File: config.mk
export PLATFORM = sky130hd
export DESIGN_NAME = icache_tag_ctrl
export DESIGN_NICKNAME = d
export VERILOG_FILES = /design/src/rtl/icache_pkg.sv /design/src/rtl/icache_tag_sweep.sv /design/src/rtl/icache_tag_ctrl.sv
export SDC_FILE = /design/constraint.sdc
export NUM_CORES = 1
export LEC_CHECK = 0
export CORE_ASPECT_RATIO = 0.8
export CORE_MARGIN = 2
export CORE_UTILIZATION = 37
export DETAILED_ROUTE_END_ITERATION = 6
export PLACE_DENSITY = 0.88
export SYNTH_ARGS = -nofsm -noshare
export SYNTH_HDL_FRONTEND = slang
export SYNTH_SLANG_ARGS = --single-unit
File: constraint.sdc
create_clock -name clk -period 1.55 [get_ports clk]
set_input_delay 0.31 -clock clk [delete_from_list [all_inputs] [get_ports clk]]
set_output_delay 0.31 -clock clk [all_outputs]
set_load 0.01 [all_outputs]
File: src/rtl/icache_pkg.sv
// Shared widths, FSM states and tag-entry layout for the i-cache tag controller.
// Address split: {tag[31:9], index[8:5], offset[4:0]}.
package icache_pkg;

   localparam int ADDR_W   = 32;
   localparam int OFFSET_W = 5;
   localparam int INDEX_W  = 4;
   localparam int TAG_W    = ADDR_W - OFFSET_W - INDEX_W;
   localparam int ENTRY_W  = TAG_W + 1;
   localparam int DEPTH    = 1 << INDEX_W;

   typedef enum logic [1:0] {INIT, IDLE, FLUSH} state_t;

   typedef struct packed {
      logic             valid;
      logic [TAG_W-1:0] tag;
   } tag_entry_t;

   function automatic logic [INDEX_W-1:0] get_index(input logic [ADDR_W-1:0] addr);
      return addr[OFFSET_W +: INDEX_W];
   endfunction

   function automatic logic [TAG_W-1:0] get_tag(input logic [ADDR_W-1:0] addr);
      return addr[ADDR_W-1 -: TAG_W];
   endfunction

endpackage

File: src/rtl/icache_tag_sweep.sv
// Index counter that walks every tag entry once, for the power-up and flush invalidation sweeps.
// Comes out of reset already sweeping; o_done marks the cycle the last index is issued.
module icache_tag_sweep
   import icache_pkg::*;
(
   input  logic               clk,
   input  logic               rst_n,
   input  logic               i_start,
   output logic               o_active,
   output logic [INDEX_W-1:0] o_idx,
   output logic               o_done
);

   localparam logic [INDEX_W-1:0] LAST_IDX = INDEX_W'(DEPTH - 1);

   logic               r_active;
   logic [INDEX_W-1:0] r_idx;

   // NOTE: sequential state uses non-blocking assignments so every flop samples pre-edge values.
   always_ff @(posedge clk or negedge rst_n) begin
      if (!rst_n) begin
         r_active <= 1'b1;
         r_idx    <= '0;
      end else if (i_start) begin
         r_active <= 1'b1;
         r_idx    <= '0;
      end else if (r_active) begin
         r_idx <= r_idx + 1'b1;
         if (r_idx == LAST_IDX) r_active <= 1'b0;
      end
   end

   assign o_active = r_active;
   assign o_idx    = r_idx;
   assign o_done   = r_active && (r_idx == LAST_IDX);

endmodule

File: src/rtl/icache_tag_ctrl.sv
// Sequences the single-port i-cache tag SRAM: invalidation sweeps, fill writes and fetch lookups,
// with the hit/miss compare done on the SRAM output in the cycle after a lookup is accepted.
module icache_tag_ctrl
   import icache_pkg::*;
(
   input  logic               clk,
   input  logic               rst_n,
   input  logic               lk_valid,
   input  logic [ADDR_W-1:0]  lk_addr,
   output logic               lk_ready,
   output logic               rsp_valid,
   output logic               rsp_hit,
   output logic [ADDR_W-1:0]  rsp_addr,
   input  logic               fill_valid,
   input  logic [ADDR_W-1:0]  fill_addr,
   output logic               fill_ready,
   input  logic               flush_req,
   output logic               busy,
   output logic               tag_csb,
   output logic               tag_web,
   output logic [INDEX_W-1:0] tag_addr,
   output logic [ENTRY_W-1:0] tag_din,
   input  logic [ENTRY_W-1:0] tag_dout
);

   state_t             r_state;
   logic               w_sweep_active;
   logic               w_sweep_done;
   logic [INDEX_W-1:0] w_sweep_idx;
   logic               w_idle;
   logic               w_flush_go;
   logic               w_fill_go;
   logic               w_lk_go;
   logic               w_cmd;
   logic               w_we;
   logic [INDEX_W-1:0] w_cmd_addr;
   tag_entry_t         w_cmd_din;
   logic [INDEX_W-1:0] r_addr_q;
   tag_entry_t         r_din_q;
   logic               r_rsp_valid;
   logic [ADDR_W-1:0]  r_rsp_addr;
   tag_entry_t         w_dout;

   icache_tag_sweep u_sweep (
      .clk      (clk),
      .rst_n    (rst_n),
      .i_start  (w_flush_go),
      .o_active (w_sweep_active),
      .o_idx    (w_sweep_idx),
      .o_done   (w_sweep_done)
   );

   assign w_idle     = (r_state == IDLE);
   assign busy       = !w_idle;
   assign w_flush_go = w_idle && flush_req;
   assign fill_ready = w_idle && !flush_req;
   assign lk_ready   = fill_ready && !fill_valid;
   assign w_fill_go  = fill_valid && fill_ready;
   assign w_lk_go    = lk_valid && lk_ready;

   always_ff @(posedge clk or negedge rst_n) begin
      if (!rst_n) begin
         r_state <= INIT;
      end else begin
         case (r_state)
            INIT, FLUSH: if (w_sweep_done) r_state <= IDLE;
            IDLE:        if (flush_req)    r_state <= FLUSH;
            default:     r_state <= INIT;
         endcase
      end
   end

   // NOTE: every always_comb output gets a default first, so no path can infer a latch.
   always_comb begin
      w_cmd      = 1'b0;
      w_we       = 1'b0;
      w_cmd_addr = r_addr_q;
      w_cmd_din  = r_din_q;
      if (w_sweep_active) begin
         w_cmd      = 1'b1;
         w_we       = 1'b1;
         w_cmd_addr = w_sweep_idx;
         w_cmd_din  = '0;
      end else if (w_fill_go) begin
         w_cmd           = 1'b1;
         w_we            = 1'b1;
         w_cmd_addr      = get_index(fill_addr);
         w_cmd_din.valid = 1'b1;
         w_cmd_din.tag   = get_tag(fill_addr);
      end else if (w_lk_go) begin
         w_cmd      = 1'b1;
         w_cmd_addr = get_index(lk_addr);
      end
   end

   // Pins keep their last driven address/data while deselected; the sweep counter is already
   // at index 0 during reset, so only the strobes need masking with rst_n.
   assign tag_csb  = !(w_cmd && rst_n);
   assign tag_web  = !(w_we && rst_n);
   assign tag_addr = w_cmd_addr;
   assign tag_din  = w_cmd_din;

   always_ff @(posedge clk or negedge rst_n) begin
      if (!rst_n) begin
         r_addr_q    <= '0;
         r_din_q     <= '0;
         r_rsp_valid <= 1'b0;
         r_rsp_addr  <= '0;
      end else begin
         if (w_cmd) r_addr_q <= w_cmd_addr;
         if (w_we)  r_din_q  <= w_cmd_din;
         r_rsp_valid <= w_lk_go;
         if (w_lk_go) r_rsp_addr <= lk_addr;
      end
   end

   assign w_dout    = tag_entry_t'(tag_dout);
   assign rsp_valid = r_rsp_valid;
   assign rsp_addr  = r_rsp_addr;
   assign rsp_hit   = r_rsp_valid && w_dout.valid && (w_dout.tag == get_tag(r_rsp_addr));

endmodule

==> impl_metrics.tcl <==
set metrics [dict create \
    design.die.area_sq_um 9602 \
    timing.max_slew.rel_slack_pct 74.56 \
    critPathKind "register to primary output" \
    worst_path_max_delay_cell "sky130_fd_sc_hd__dfrtp_1" \
    io_buffers 154 \
    post-route-util_pct 74.02 \
    synth_seq_cells 68 \
    path_cells "nor3b_4 > buf_6 > buf_12 > buf_6 > nand3b_1 > o221ai_2 > o21ai_2 > buf_2" \
    syn_to_final_growth_pct 93.07 \
    cts.path.max_buffers 2 \
    via_count_of_the_first_global_routing_pass 3603 \
    post-route-drc-count 0 \
    hpwl_um 7833 \
    cts_tree "yes" \
    crit_share_post_route_pct 137.5 \
    vdd_drop_max_mv 0.7834 \
    io_pins 160 \
    fin_ws_ps -580.8 \
    ant_nets 0 \
    p_per_area_nw_per_um2 1153 \
    clock_tree.htree_level_count 3 \
    critical_path.top_delay_family "buffers and inverters" \
    critPathMostFrequentCell "sky130_fd_sc_hd__buf_6" \
    critPathCaptureType "primary output" \
    synth_fp_nets 402 \
    number_of_maximum_capacitance_constraint_violations 0 \
    synth.yosys.warnings 0 \
    core_area_sq_um 8521 \
    worst_ep_arrival_time_ps 1820 \
    critical_path_rt_ps 1240 \
    max_clock_freq_ghz 0.4693 \
    place.gp.congestion 0.8155 \
    ff_latch_area_sq_um 1707 \
    failed_checks "setup timing" \
    slowest_delay_ps 380 \
    grt_overflow 0 \
    path_clk_slew_ps 70 \
    global_route.usage.total_pct 25.27 \
    power.leakage_uw 0.003209 \
    synth.avg_cell_area_sq_um 10.61 \
    clkSinkCount 68 \
    worst_setup_path_start_kind "register" \
    maximum_number_of_pins_on_one_net_before_global_route_repair 30 \
    insertedDiodeCount 0 \
    final.setup_skew_ps 5.245 \
    synth_area_sq_um 3267 \
    die_width_um 109.1 \
    timing.final.setup_violations 68 \
    syn_inst 308 \
    fillerInstances 585 \
    crit_path_max_fanout 8 \
    worst_pin_slew_ps 381.7 \
    initial_utilization_pct 38.34 \
    grt_first_pass_wirelength_um 18110 \
    critical_path.n_buffers_inverters 4 \
    r2r-start "r_state[1]" \
    standard_cell_rows 30 \
    outcome "finished with violations" \
    vias_per_cell 5.018 \
    clockRootBuffer "sky130_fd_sc_hd__clkbuf_8" \
    antenna_found_initial 0 \
    totalWireLength_um 12110 \
    cts-buffers-inserted 9 \
    crit_path_start "r_state[0]" \
    hold_class "primary input to async pin" \
    unrepaired_setup_endpoints_after_global_routing "yes" \
    routed_wire_length_per_instance_um 18.11 \
    clk_latency_ps 330 \
    yosys.cell_types.count 33 \
    dpl_worst_slack_ps -1035 \
    finalNetCount 648 \
    ys_seq_area_share_pct 52.13 \
    die-height_um 88.05 \
    footprint_of_the_multi_input_gates_sq_um 1901 \
    drt_first_iter_violations 111 \
    timing.final.hold_violations 0 \
    dr_total_vias 3357 \
    drive_gt1_share_pct 48.29 \
    design_power_total_uw 7271 \
    min_period_ps 2131 \
    firstDrtPassIters 4 \
    report.final.slew_viol_count 0 \
]
-- cells by family after synthesis --
kind of cell | count (synthesis) | synth area share, %
flip-flops | 68 | 52.13
buffers and inverters | 26 | 4.021
XOR/XNOR | 26 | 6.971
adder cells (fa/ha/maj) | 1 | 0.3829
AO/OA/AOI/OAI | 70 | 11.76
AND/OR/NAND/NOR | 87 | 11.91
multiplexers | 30 | 12.83
-- cell usage in the layout (no fill, tap or decap), types with 3 or more instances in the layout --
cell                              instances
sky130_fd_sc_hd__clkdlybuf4s50_1         85
sky130_fd_sc_hd__buf_4                   75
sky130_fd_sc_hd__dfrtp_1                 67
sky130_fd_sc_hd__dlygate4sd2_1           31
sky130_fd_sc_hd__buf_2                   31
sky130_fd_sc_hd__a21oi_2                 29
sky130_fd_sc_hd__nand2_1                 24
sky130_fd_sc_hd__mux2_4                  22
sky130_fd_sc_hd__xor2_1                  20
sky130_fd_sc_hd__nand2_4                 18
sky130_fd_sc_hd__buf_6                   15
sky130_fd_sc_hd__a21oi_1                 14
sky130_fd_sc_hd__clkbuf_8                12
sky130_fd_sc_hd__nand2_2                 11
sky130_fd_sc_hd__buf_12                  10
sky130_fd_sc_hd__nor2_1                   9
sky130_fd_sc_hd__mux2_2                   7
sky130_fd_sc_hd__xnor2_1                  6
sky130_fd_sc_hd__nand4_1                  5
sky130_fd_sc_hd__nand3b_1                 4
sky130_fd_sc_hd__o21ai_2                  4
sky130_fd_sc_hd__inv_2                    3
sky130_fd_sc_hd__inv_1                    3
sky130_fd_sc_hd__a31oi_4                  3
sky130_fd_sc_hd__o221ai_2                 3
sky130_fd_sc_hd__a21oi_4                  3
sky130_fd_sc_hd__o21ai_1                  3
sky130_fd_sc_hd__o21ai_0                  3
sky130_fd_sc_hd__buf_16                   3
-- stage by stage --
step / TNS [ps] / area [sq um] / instances / hold WS (ps)
6_report: -27430 / 6307 / 669 / 43.10
4_1_cts: -26850 / 6105 / 669 / 9.306
5_1_grt: -32750 / 6307 / 669 / 46.91
3_5_place_dp: -60790 / 5573 / 630 / 377.9
3_3_place_gp: -55310 / 5573 / 630 / 386.2
2_1_floorplan: -1519 / 3425 / 308 / 14.41
-- path summary, 6_finish.rpt --
path                       cells after the start                to  slack (ps)
min                                            2       r_addr_q[2]          40
max in group asynchronous                      2  u_sweep.o_idx[0]        1180
min reg2reg                                    1       rsp_addr[1]         510
max                                            8       tag_addr[0]        -580
min in group clk                               2        r_state[0]         420
max reg2reg                                    8      rsp_addr[29]        -390
-- metal layers --
layer  GRT usage (%)  wire [um]  up-vias
met2           45.62       6336      127
met4           12.82        586        0
met1           28.36       4639     1635
li1                -          -     1549
met5               0          0        -
met3           5.208        552       46
-- timing repair --
| item | 4_1_cts | 5_1_grt |
|---|---|---|
| resized for setup | 241 | 56 |
| pin swaps | 28 | 25 |
| buffers inserted | 22 | 9 |
| setup endpoints to repair | 97 | 82 |
| hold buffers | 0 | 0 |
| hold endpoints to repair | 0 | 0 |
| gates cloned | 5 | 1 |
-- power by group --
group,leakage (uW),switching [uW],internal [uW]
Sequential,0.000916,381,2260
Combinational,0.00220,1480,1850
Clock,0.0000941,619,689
Total,0.00321,2480,4790
-- flip-flops by register name, indices dropped and copies added, names as in the netlist --
register / flops
u_sweep.o_active: 1
rsp_valid: 1
rsp_addr: 32
r_addr_q: 4
r_din_q: 24
r_state: 2
u_sweep.o_idx: 4
-- cell type report --
type                    count  share of cell area [%]
repair buffers            255                   37.45
multi-input cells         214                   30.13
flip-flops and latches     68                   27.06
clock buffers              12                   2.619
well taps                 112                   2.222
inverters                   6                  0.3571
clock inverters             2                  0.1587
-- cells in the mapped netlist --
master                      n  share of area (%)
sky130_fd_sc_hd__dfrtp_1   67                 51
sky130_fd_sc_hd__nand2_1   55                6.3
sky130_fd_sc_hd__a21oi_1   46                7.0
sky130_fd_sc_hd__mux2_4    22                 10
sky130_fd_sc_hd__xor2_1    20                5.4
sky130_fd_sc_hd__nor2_1    13                1.5
sky130_fd_sc_hd__clkbuf_1  10                1.1
sky130_fd_sc_hd__o21ai_0   10                1.5
sky130_fd_sc_hd__mux2_2     7                2.4
sky130_fd_sc_hd__inv_1      6               0.69
sky130_fd_sc_hd__xnor2_1    6                1.6
sky130_fd_sc_hd__nand4_1    5               0.96
sky130_fd_sc_hd__nand3b_1   4               0.92
sky130_fd_sc_hd__nor4_1     4               0.77
sky130_fd_sc_hd__a31oi_1    3               0.57
sky130_fd_sc_hd__buf_2      3               0.46
sky130_fd_sc_hd__buf_6      3                1.0
sky130_fd_sc_hd__o221ai_1   3               0.80
sky130_fd_sc_hd__o31ai_1    3               0.69
sky130_fd_sc_hd__and2_1     2               0.38
sky130_fd_sc_hd__buf_1      2               0.23
sky130_fd_sc_hd__buf_4      2               0.46
sky130_fd_sc_hd__o22ai_1    2               0.38
sky130_fd_sc_hd__a21o_1     1               0.23
sky130_fd_sc_hd__a31o_2     1               0.27
sky130_fd_sc_hd__dfstp_2    1               0.80
sky130_fd_sc_hd__ha_1       1               0.38
sky130_fd_sc_hd__mux2i_1    1               0.31
sky130_fd_sc_hd__nand3_1    1               0.15
sky130_fd_sc_hd__nor2b_1    1               0.19
sky130_fd_sc_hd__nor3_1     1               0.15
sky130_fd_sc_hd__nor3b_4    1               0.57
sky130_fd_sc_hd__o21a_1     1               0.23
No activity file was read; power rests on OpenSTA's default activity.
